File: src/rtl/serial_adder_arbiter_pkg.sv
// Shared definitions for the two-requester bit-serial adder: FSM state
// encoding and the full-adder carry function.
package serial_adder_arbiter_pkg;

   typedef logic [1:0] state_t;

   localparam state_t ST_IDLE = 2'd0;
   localparam state_t ST_CALC = 2'd1;
   localparam state_t ST_DONE = 2'd2;

   function automatic logic maj3(input logic x, input logic y, input logic z);
      return (x & y) | (x & z) | (y & z);
   endfunction

endpackage

File: src/rtl/serial_adder_dpath.sv
// Bit-serial adder datapath: operand/sum shift registers, one full-adder
// cell, the carry flop and the bit counter.
module serial_adder_dpath
   import serial_adder_arbiter_pkg::*;
#(
   parameter int p_nbits = 8
) (
   input  logic               clk,
   input  logic               reset_n,
   input  logic               load,
   input  logic               shift,
   input  logic               clear,
   input  logic [p_nbits-1:0] a_in,
   input  logic [p_nbits-1:0] b_in,
   output logic [p_nbits-1:0] sum,
   output logic               cout,
   output logic               last_bit
);

   localparam int CW = $clog2(p_nbits);

   logic [p_nbits-1:0] a_q, a_d;
   logic [p_nbits-1:0] b_q, b_d;
   logic [p_nbits-1:0] sum_q, sum_d;
   logic               carry_q, carry_d;
   logic [CW-1:0]      cnt_q, cnt_d;
   logic               s_bit;

   assign last_bit = (cnt_q == CW'(p_nbits - 1));
   assign s_bit    = a_q[0] ^ b_q[0] ^ carry_q;

   always_comb begin
      a_d     = a_q;
      b_d     = b_q;
      sum_d   = sum_q;
      carry_d = carry_q;
      cnt_d   = cnt_q;
      if (clear) begin
         carry_d = 1'b0;
         cnt_d   = '0;
         sum_d   = '0;
      end
      if (load) begin
         a_d = a_in;
         b_d = b_in;
      end else if (shift) begin
         a_d     = a_q >> 1;
         b_d     = b_q >> 1;
         sum_d   = {s_bit, sum_q[p_nbits-1:1]};
         carry_d = maj3(a_q[0], b_q[0], carry_q);
         // Saturate on the final bit so the counter never wraps.
         if (!last_bit) begin
            cnt_d = cnt_q + CW'(1);
         end
      end
   end

   always_ff @(posedge clk or negedge reset_n) begin
      if (!reset_n) begin
         a_q     <= '0;
         b_q     <= '0;
         sum_q   <= '0;
         carry_q <= 1'b0;
         cnt_q   <= '0;
      end else begin
         a_q     <= a_d;
         b_q     <= b_d;
         sum_q   <= sum_d;
         carry_q <= carry_d;
         cnt_q   <= cnt_d;
      end
   end

   assign sum  = sum_q;
   assign cout = carry_q;

endmodule

File: src/rtl/serial_adder_arbiter.sv
// Round-robin arbiter and sequencing FSM sharing one bit-serial adder between
// two val/rdy requesters; results return tagged with the requester index.
module serial_adder_arbiter
   import serial_adder_arbiter_pkg::*;
#(
   parameter int p_nbits = 8
) (
   input  logic               clk,
   input  logic               reset_n,
   input  logic               req0_val,
   output logic               req0_rdy,
   input  logic [p_nbits-1:0] req0_a,
   input  logic [p_nbits-1:0] req0_b,
   input  logic               req1_val,
   output logic               req1_rdy,
   input  logic [p_nbits-1:0] req1_a,
   input  logic [p_nbits-1:0] req1_b,
   output logic               resp_val,
   input  logic               resp_rdy,
   output logic [p_nbits-1:0] resp_sum,
   output logic               resp_cout,
   output logic               resp_id
);

   state_t state_q, state_d;
   logic   prio_q, prio_d;
   logic   id_q, id_d;

   logic   idle;
   logic   grant0, grant1;
   logic   fire0, fire1, fire;
   logic   last_bit;
   logic [p_nbits-1:0] a_sel, b_sel;

   assign idle   = (state_q == ST_IDLE);
   assign grant0 = req0_val & (~req1_val | ~prio_q);
   assign grant1 = req1_val & (~req0_val |  prio_q);

   // Gating with reset_n keeps both rdys low while reset is held.
   assign req0_rdy = idle & grant0 & reset_n;
   assign req1_rdy = idle & grant1 & reset_n;
   assign fire0    = req0_val & req0_rdy;
   assign fire1    = req1_val & req1_rdy;
   assign fire     = fire0 | fire1;
   assign a_sel    = fire1 ? req1_a : req0_a;
   assign b_sel    = fire1 ? req1_b : req0_b;

   always_comb begin
      state_d = state_q;
      prio_d  = prio_q;
      id_d    = id_q;
      case (state_q)
         ST_IDLE: begin
            if (fire) begin
               state_d = ST_CALC;
               prio_d  = fire0;
               id_d    = fire1;
            end
         end
         ST_CALC: begin
            if (last_bit) begin
               state_d = ST_DONE;
            end
         end
         ST_DONE: begin
            if (resp_rdy) begin
               state_d = ST_IDLE;
            end
         end
         default: state_d = ST_IDLE;
      endcase
   end

   always_ff @(posedge clk or negedge reset_n) begin
      if (!reset_n) begin
         state_q <= ST_IDLE;
         prio_q  <= 1'b0;
         id_q    <= 1'b0;
      end else begin
         state_q <= state_d;
         prio_q  <= prio_d;
         id_q    <= id_d;
      end
   end

   serial_adder_dpath #(
      .p_nbits (p_nbits)
   ) u_dpath (
      .clk      (clk),
      .reset_n  (reset_n),
      .load     (fire),
      .shift    (state_q == ST_CALC),
      .clear    (fire),
      .a_in     (a_sel),
      .b_in     (b_sel),
      .sum      (resp_sum),
      .cout     (resp_cout),
      .last_bit (last_bit)
   );

   assign resp_val = (state_q == ST_DONE);
   assign resp_id  = id_q;

endmodule

File: config.mk
export PLATFORM = sky130hd
export DESIGN_NAME = serial_adder_arbiter
export DESIGN_NICKNAME = d
export VERILOG_FILES = /design/src/rtl/serial_adder_arbiter_pkg.sv /design/src/rtl/serial_adder_dpath.sv /design/src/rtl/serial_adder_arbiter.sv
export SDC_FILE = /design/constraint.sdc
export NUM_CORES = 1
export LEC_CHECK = 0
export CAP_MARGIN = 30
export CELL_PAD_IN_SITES_DETAIL_PLACEMENT = 0
export CELL_PAD_IN_SITES_GLOBAL_PLACEMENT = 1
export CORE_MARGIN = 2
export CORE_UTILIZATION = 37
export DETAILED_ROUTE_END_ITERATION = 16
export PLACE_DENSITY = 0.94
export SLEW_MARGIN = 20
export SYNTH_ARGS = -nofsm -noshare
export SYNTH_HDL_FRONTEND = slang
export SYNTH_SLANG_ARGS = --single-unit
File: constraint.sdc
create_clock -name clk -period 3 [get_ports clk]
set_clock_uncertainty 0.05 [all_clocks]
set_input_delay 0.45 -clock clk [delete_from_list [all_inputs] [get_ports clk]]
set_output_delay 0.45 -clock clk [all_outputs]
set_load 0.005 [all_outputs]
# == After elaboration in Yosys (flattened, before gate mapping) ==
# Index checks and enable logic that the tools add are counted.
# word_totals
regBits,32
word_cells,60
in_bits,37
# op_classes
n_bitwise,21
add_sub_neg,1
n_reduce_logical,4
mux,20
n_eq_ne,6
# ops
operator,n
two-way mux 8 bit,9
two-way mux 3 bit,4
bitwise AND 1 bit,11
two-way mux 2 bit,3
case mux 2 bit (3 select lines),1
bitwise OR 1 bit,5
inequality test 2 x 1 -> 1 bit (second input constant),2
adder 3 x 1 -> 3 bit (second input constant),1
== test 3 bit (second input constant),1
two-way mux 1 bit,3
inverter 1 bit,3
AND reduction 3 bit,1
== test 2 x 1 -> 1 bit (second input constant),1
== test 2 bit (second input constant),1
zero test 2 bit,1
inequality test 2 bit (second input constant),1
AND reduction 2 bit,1
nonzero test 2 bit,1
bitwise XOR 1 bit,2

# == Depth between registers and ports, before layout ==
# Gate-level depths: netlist of run 1.
# logic_depth
ltp_word,11
mapped_depth,6

# == Hierarchy ==
# A second synthesis of run 1 with hierarchy kept.
# unflattened
cells_unflattened,147
hier_area_um2,1791.7
# modules_own_cells
module,n_inst,cells_per_inst,area_each_um2,seq_area_each_um2
serial_adder_dpath,1,109,1347.5,700.7
serial_adder_arbiter,1,38,444.2,100.1

# == Worst setup path before layout of run 1 ==
# No wires, ideal clock.
# synth_path
kind,input to output
startpoint,input reset_n
endpoint,output req1_rdy
arrival_ns,1.090
path_buffers,1
path_slack_ns,1.410
stages,4
path_cell_list,nor3b_4 nand3_2 buf_6 inv_1
# synth_between
elab_chain_cells,1
# synth_lines
item,line_no,rtl
from (decl),serial_adder_arbiter.sv:9,"input logic reset_n,"
bitwise AND 1 bit,serial_adder_arbiter.sv:41,assign req1_rdy = idle & grant1 & reset_n;
to (decl),serial_adder_arbiter.sv:15,"output logic req1_rdy,"
# Every way passes these cells.

# == Worst setup path in the final report of run 1 ==
# layout_path
startpoint,input reset_n
endpoint,output req0_rdy
# layout_between
elab_chain_cells,1
# layout_lines
item,line_no,rtl
bitwise AND 1 bit,serial_adder_arbiter.sv:40,assign req0_rdy = idle & grant0 & reset_n;
to (decl),serial_adder_arbiter.sv:11,"output logic req0_rdy,"
# Every way passes these cells.

==> impl_results.md, run 1 <==
* Outcome: completed
* Cell area after synthesis at approximately 0.0016 mm2
* Layout cell share with drive strength beyond 1 at 0.0991
* # nets final at 252
* Warnings, synthesis at 0
* Post-layout min period at 2.59 ns
* Clock network fraction of design power at 0.164
* CTS Hold Buffers Added at 0
* Cell-by-cell listing of the critical path: clkdlybuf4s50_1, nor3b_4, and3_1, clkdlybuf4s50_1
* Critical path arrival at 2.09 ns
* Crit path kind: in2out
* Number of global-route vias before repair at around 1400
* FF/Latch Area at ~800 um2
* Internal power summed over all cells at approximately 1.2 mW
* Worst Setup End Kind: output port
* Post-synthesis adder-cell area fraction at 0.0276
* HPWL Detailed at roughly 2600 um
* Count of pins over their slew limit at 0
* Cells taking the most area after synthesis: sky130_fd_sc_hd__dfrtp_1 (49%), sky130_fd_sc_hd__nand2_1 (10%), sky130_fd_sc_hd__a221oi_2 (6.4%)
* CTS root buffer: sky130_fd_sc_hd__clkbuf_8
* Final setup violation count at 0
* Area of the die at ~0.0050 mm2
* Minimum setup slack among reg-to-reg paths at between 1 and 1.5 ns
* Total buffers and inverters traversed by the critical path at 2
* Kind of launch point of the worst setup path: input pin
* Aggregate routed wire length at around 3800 um
* Family with the most delay on the worst path: buffers and inverters
* Pin count of the biggest net entering global routing at 34
* Relative contribution of sequential cells to total power at 0.414
* Floorplan die width at between 70 and 80 um
* Detailed-route wire length per cell at about 14 um
* Clock tree sinks at 32
* Fraction of post-synthesis cell area in the top cell type by area at 0.490
* PostCTS Resize Cnt at 0
* Hold WC Path Type: reg2reg
* Mux contribution to synthesized area at 0.0184
* Mean instance size in the synthesized netlist at about 10 um2
* Total DRC errors in the routed layout at 0
* Clock latency at the later pin of the worst-skew pair at between 0.2 and 0.3 ns
* Initial Utilization at 0.381
* Hold Vio Cnt, Final at 0
* Fraction of the mapped netlist area in compound gates at 0.239
* Count of vias placed by the detailed router at 1400
* Total instance count after detailed placement at 256
* Max_cap viols at 0
* Number of H-tree levels at 2
* Total area of multi-input combinational cells at about 730 um2
* Most prevalent standard cell on the critical path: sky130_fd_sc_hd__clkdlybuf4s50_1
* Xor/xnor share of the synthesized area at 0.00536
* Unrepaired setup endpoints after global routing: false
* Most common cell after layout, fill and taps aside: sky130_fd_sc_hd__clkdlybuf4s50_1
* Top Usage Layer GRT: met2
* Vias/cell at 5.30
* Most frequent cells in the layout: sky130_fd_sc_hd__clkdlybuf4s50_1 (49), sky130_fd_sc_hd__nand2_1 (45), sky130_fd_sc_hd__dfrtp_1 (32), sky130_fd_sc_hd__a21oi_1 (12), sky130_fd_sc_hd__a31oi_1 (11)
* Critical Path Slowest Stage Cell: sky130_fd_sc_hd__clkdlybuf4s50_1
* Total congestion overflow at 0
* Post-CTS setup buffer count at 0
* Switching share of power at 0.371
* Number of antenna repair diodes at 0
* First-pass GRT wire length at approximately 6500 um
* Tcrit/Tclk final at 0.864
* Worst voltage drop across the vdd grid at 0.000352 V
* Post-synthesis net count at 204
* Peak clock frequency supported by timing at 386 MHz
* CTS Buf Count at 5
* Area share of and/or/nand/nor cells after synthesis at 0.158
* Combinational family with the most area after synthesis: compound AO/OA/AOI/OAI gates
* Switching power summed over all nets at ~0.69 mW
* Largest area contributor in the synthesized netlist: sky130_fd_sc_hd__dfrtp_1
* Cells after Synth at 164
* Seq/Total Area, Yosys at 0.490
* Worst slew margin relative to its limit at 0.441
* Leakage power at between 0.9 and 1 nW
* Number of search-and-repair iterations in the first detailed-routing pass at 4
* Clock Tree Buf Depth at 2
* Post-route ant nets at 0
* Seq cells post-synth at 32
* Met1 demand-to-capacity share in global routing at 0.221
* Final setup TNS at 0 ns
* Number of DRC markers after the initial detailed-route iteration at ~120
* Combinational cell fraction of total power at 0.422
* Critical Path Max Stage Delay at about 0.53 ns
* Count of port buffers added during placement at a little under 50
* Synth unique cells at 29
* Initial antenna violation count at 0
* GRT Overall Usage at 0.167
* Number of fillers in the final layout at about 430
* Required time worst endpoint at between 2 and 3 ns
* Die Y at around 70 um
* Largest driver fanout on the critical path at 6
* I/O pin count at 50
* Global Route met2 Usage at 0.255
* Met3 Usage GRT at 0.0418
* Layout-stage area growth over the synthesis result at 35.8%
* Clock-pin transition on the worst setup and hold timing paths at 0.06 ns
* Num rows at 24
* Cell Pwr Density at 839 mW/mm2
* CTS tree: done
* Final cell count without fillers at approximately 260
* Weighted congestion at the end of routability-driven global placement at ~0.76
* Core area at between 0.004 and 0.005 mm2
* Worst Max-Slew Pin Slew at 0.839 ns
-- synth_stat cells --
library cell and n:
sky130_fd_sc_hd__o21ai_2 1, sky130_fd_sc_hd__and2_1 1, sky130_fd_sc_hd__mux2i_1 3, sky130_fd_sc_hd__and2b_1 2, sky130_fd_sc_hd__nor2_1 3, sky130_fd_sc_hd__ha_1 2, sky130_fd_sc_hd__buf_2 8, sky130_fd_sc_hd__a22o_1 2
sky130_fd_sc_hd__nand2b_1 2, sky130_fd_sc_hd__a222oi_1 2, sky130_fd_sc_hd__dfrtp_1 32, sky130_fd_sc_hd__o21ai_0 7, sky130_fd_sc_hd__fa_1 1, sky130_fd_sc_hd__a21oi_1 12, sky130_fd_sc_hd__buf_6 4, sky130_fd_sc_hd__xnor2_1 1
sky130_fd_sc_hd__o21a_1 2, sky130_fd_sc_hd__a32oi_1 2, sky130_fd_sc_hd__inv_1 3, sky130_fd_sc_hd__clkbuf_1 1, sky130_fd_sc_hd__a21o_1 1, sky130_fd_sc_hd__a221oi_2 7, sky130_fd_sc_hd__nand3_2 1, sky130_fd_sc_hd__nor3b_4 1
sky130_fd_sc_hd__and3_1 1, sky130_fd_sc_hd__nand2_1 45, sky130_fd_sc_hd__nand3_1 2, sky130_fd_sc_hd__a221oi_1 4, sky130_fd_sc_hd__a31oi_1 11
-- cell families after synthesis --
group / Yosys count
flops: 32
mux: 3
buf+inv: 16
simple gates: 58
xor+xnor: 1
compound gates: 51
fa+ha+maj: 3
-- worst min-delay path, delay by kind of cell (launching register included) --
family	cells	cell delay, ns
compound gates	1	0.07
flops	1	0.35
simple gates	1	0.06
-- stage by stage --
stage / total power, mW / worst slack (ns) / util / hold WS, ns / cell area [um2]
6_report: 1.86 / 0.408 / 0.517 / 0.460 / 2220
5_1_grt: 2.02 / 0.318 / 0.517 / 0.484 / 2220
4_1_cts: 1.87 / 0.412 / 0.514 / 0.467 / 2210
3_5_place_dp: 1.55 / 0.434 / 0.496 / 0.452 / 2130
3_3_place_gp: 1.53 / 0.423 / 0.496 / 0.437 / 2130
2_1_floorplan: 1.26 / 1.41 / - / 0.104 / 1630
-- state kept, by name, indices dropped and copies added (netlist names) --
signal,flops
prio_q,1
resp_id,1
state_q,2
u_dpath.a_q,8
u_dpath.b_q,8
u_dpath.cnt_q,3
u_dpath.cout,1
u_dpath.sum,8
-- power by group through the flow --
stage	combinational (mW)	sequential, mW	clock, mW
global route	0.886	0.795	0.337
CTS	0.784	0.772	0.316
detailed placement	0.778	0.777	0
finish	0.786	0.770	0.305
global placement	0.759	0.772	0
floorplan	0.517	0.744	0
-- routing by layer --
metal | up-vias | wire (um)
li1 | 679 | -
met1 | 666 | 1770
met2 | 50 | 1740
met3 | 5 | 244
met4 | 0 | 57
met5 | - | 0
-- final timing paths --
path / to / cells after the start / start
worst max-delay path: req0_rdy / 4 / reset_n
worst min-delay path: u_dpath.b_q[7] / 2 / u_dpath.b_q[7]
worst max register to register: u_dpath.a_q[2] / 5 / state_q[1]
worst min register to register: u_dpath.b_q[7] / 2 / u_dpath.b_q[7]
max in group asynchronous: u_dpath.b_q[0] / 2 / reset_n
min in group asynchronous: u_dpath.a_q[1] / 2 / reset_n
-- final cells by class --
type | instances | area share
multi-input combinational | 116 | 0.330
timing repair buffer | 54 | 0.240
inverter | 3 | 0.00507
sequential | 32 | 0.361
tap | 52 | 0.0293
clock buffer | 6 | 0.0327
clock inverter | 1 | 0.00225
No activity file was read; power rests on OpenSTA's default activity.
==> inputs of run 2 (changes only) <==
- CORE_UTILIZATION: 37 -> 39
- CTS_BUF_LIST: default -> sky130_fd_sc_hd__clkbuf_4
- PLACE_DENSITY: 0.94 -> 0.95
==> run 2 against run 1 <==
Die area is 4.8% lower. Routed wire length fell by 2.4%. Final cell count fell by 0.38%. First-iteration DRC count down 23%. Hold slack better by 0.014 ns. Combinational power fell by 1%. Core utilization is 3.3 points higher. Design area down 0.17%. Critical path depth unchanged. Register-to-register slack improved by 0.07 ns. Non-clock buffer count unchanged.
==> impl_results.md, run 2 (synthesized netlist as in run 1, its figures left out) <==
* Most prevalent standard cell on the critical path: sky130_fd_sc_hd__clkdlybuf4s50_1
* Worst slew margin relative to its limit at 0.462
* First-pass GRT wire length at ~5600 um
* Worst hold endpoint: prio_q
* Minimum setup slack among reg-to-reg paths at around 1.2 ns
* HPWL Detailed at about 2600 um
* Peak clock frequency supported by timing at 384 MHz
* Number of fillers in the final layout at 383
* Placed instance area at about 0.0021 mm2
* Cell-by-cell listing of the critical path: clkdlybuf4s50_1, nor3b_4, and3_1, clkdlybuf4s50_1
* Final instance area at roughly 0.0022 mm2
* Hold wc startpoint: prio_q
* Critical R2R Capture: u_dpath.b_q[6]
* Final setup violation count at 0
* Crit path kind: in2out
* Aggregate routed wire length at approximately 3700 um
* Total length of routed met2 wires at about 1800 um
* Number of cells on the worst reg-to-reg path at 5
* Critical Path Max Stage Delay at roughly 0.53 ns
* Initial Utilization at 0.406
* Total congestion overflow at 0
* Final setup TNS at 0 ns
* Initial antenna violation count at 0
* Max_cap viols at 0
* Worst voltage drop across the vdd grid at roughly 0.00037 V
* CTS Buf Count at 5
* Pin count of the biggest net entering global routing at 34
* CTS root buffer: sky130_fd_sc_hd__clkbuf_4
* CTS tree: done
* PostCTS Resize Cnt at 0
* M1 WL at 1660 um
* Critical path arrival at between 2 and 2.5 ns
* Critical Path Slowest Stage Cell: sky130_fd_sc_hd__clkdlybuf4s50_1
* Number of antenna repair diodes at 0
* # nets final at ~250
* Unrepaired setup endpoints after global routing: false
* Hold WC Path Type: reg2reg
* Count of vias placed by the detailed router at 1405
* Num rows at 23
* Number of H-tree levels at 2
* Highest Signal Layer: met4
* Vias/cell at 5.34
* Number of global-route vias before repair at ~1200
* Launching point of the worst reg2reg path: state_q[1]
* Layout cell share with drive strength beyond 1 at 0.108
* Clock Tree Buf Depth at 2
* Clock-pin transition on the worst setup and hold timing paths at about 0.09 ns
* Hold Vio Cnt, Final at 0
* Met3 wirelength from detailed routing at about 220 um
* I/O pin count at 50
* Worst Max-Slew Pin Slew at 0.807 ns
* Worst Setup End Kind: output port
* Core area at between 0.004 and 0.005 mm2
* Number of search-and-repair iterations in the first detailed-routing pass at 4
* Largest driver fanout on the critical path at 6
* Post-CTS setup buffer count at 0
* Outcome: completed
* Leakage power at around 0.94 nW
* Required time worst endpoint at 2.50 ns
* Clock latency at the later pin of the worst-skew pair at approximately 0.34 ns
* Worst hold path depth at 1
* Kind of launch point of the worst setup path: input pin
* Count of pins over their slew limit at 0
* Cell Pwr Density at about 840 mW/mm2
* Most frequent cells in the layout: sky130_fd_sc_hd__clkdlybuf4s50_1 (49), sky130_fd_sc_hd__nand2_1 (45), sky130_fd_sc_hd__dfrtp_1 (32), sky130_fd_sc_hd__a21oi_1 (12), sky130_fd_sc_hd__a31oi_1 (11)
* Count of port buffers added during placement at between 40 and 50
* CTS Hold Buffers Added at 0
* Detailed-route wire length per cell at approximately 14 um
* Area of the die at around 0.0047 mm2
* Layout-stage area growth over the synthesis result at 35.6%
* Tcrit/Tclk final at 0.868
* Most common cell after layout, fill and taps aside: sky130_fd_sc_hd__clkdlybuf4s50_1
* Number of DRC markers after the initial detailed-route iteration at 95
* Die Y at a little under 70 um
* Post-route ant nets at 0
* GRT Overall Usage at 0.161
* Floorplan die width at slightly below 70 um
* Total DRC errors in the routed layout at 0
* Post-layout min period at between 2 and 3 ns
* Weighted congestion at the end of routability-driven global placement at approximately 0.73
* Clock tree sinks at 32
run 2: changes by cell type in the layout (fill, tap and decap cells not counted):
cell	change
sky130_fd_sc_hd__clkbuf_8	-5
sky130_fd_sc_hd__clkbuf_1	-1
sky130_fd_sc_hd__buf_4	+1
sky130_fd_sc_hd__buf_6	-1
sky130_fd_sc_hd__clkbuf_4	+6
sky130_fd_sc_hd__bufinv_16	+1
run 2: worst max path at each step:
stage	startpoint	end	slack, ns	depth (start not counted)
after floorplan	reset_n	req1_rdy	1.41	4
after global placement	reset_n	req0_rdy	0.43	4
after detailed placement	reset_n	req0_rdy	0.40	4
after CTS	reset_n	req0_rdy	0.39	4
after global routing	reset_n	req0_rdy	0.33	4
final	reset_n	req0_rdy	0.39	4
run 2: layer usage:
layer / vias to the layer above / global-route usage
met4: 0 / 0.0833
met2: 57 / 0.242
li1: 680 / -
met5: - / 0
met3: 9 / 0.0308
met1: 659 / 0.222
run 2: report_power, final:
group / total [mW] / switching (mW) / leakage (nW) / internal [mW]
combinational: 0.776 / 0.398 / 0.488 / 0.378
sequential: 0.761 / 0.135 / 0.404 / 0.626
clock: 0.330 / 0.147 / 0.0456 / 0.184
run 2: cell type report:
cell class	instances	area, um2	share of cell area
repair buffers	54	528	0.238
clock inverters	2	35.0	0.0158
inverters	3	11.3	0.00508
multi-input cells	116	733	0.331
clock buffers	6	45.0	0.0203
flip-flops and latches	32	801	0.361
well taps	50	62.6	0.0282
run 2: metrics by stage:
step | utilization | instances | power, mW | hold slack (ns) | worst slack [ns]
global route | 0.550 | 263 | 2.01 | 0.508 | 0.329
floorplan | - | 164 | 1.26 | 0.104 | 1.41
global placement | 0.530 | 255 | 1.53 | 0.435 | 0.429
finish | 0.550 | 263 | 1.87 | 0.475 | 0.395
CTS | 0.550 | 263 | 1.89 | 0.472 | 0.394
detailed placement | 0.530 | 255 | 1.56 | 0.451 | 0.401
run 2: worst max-delay path, delay by kind of cell:
family / cells / cell delay [ns]
buf+inv: 2 / 1.01
simple gates: 2 / 0.64
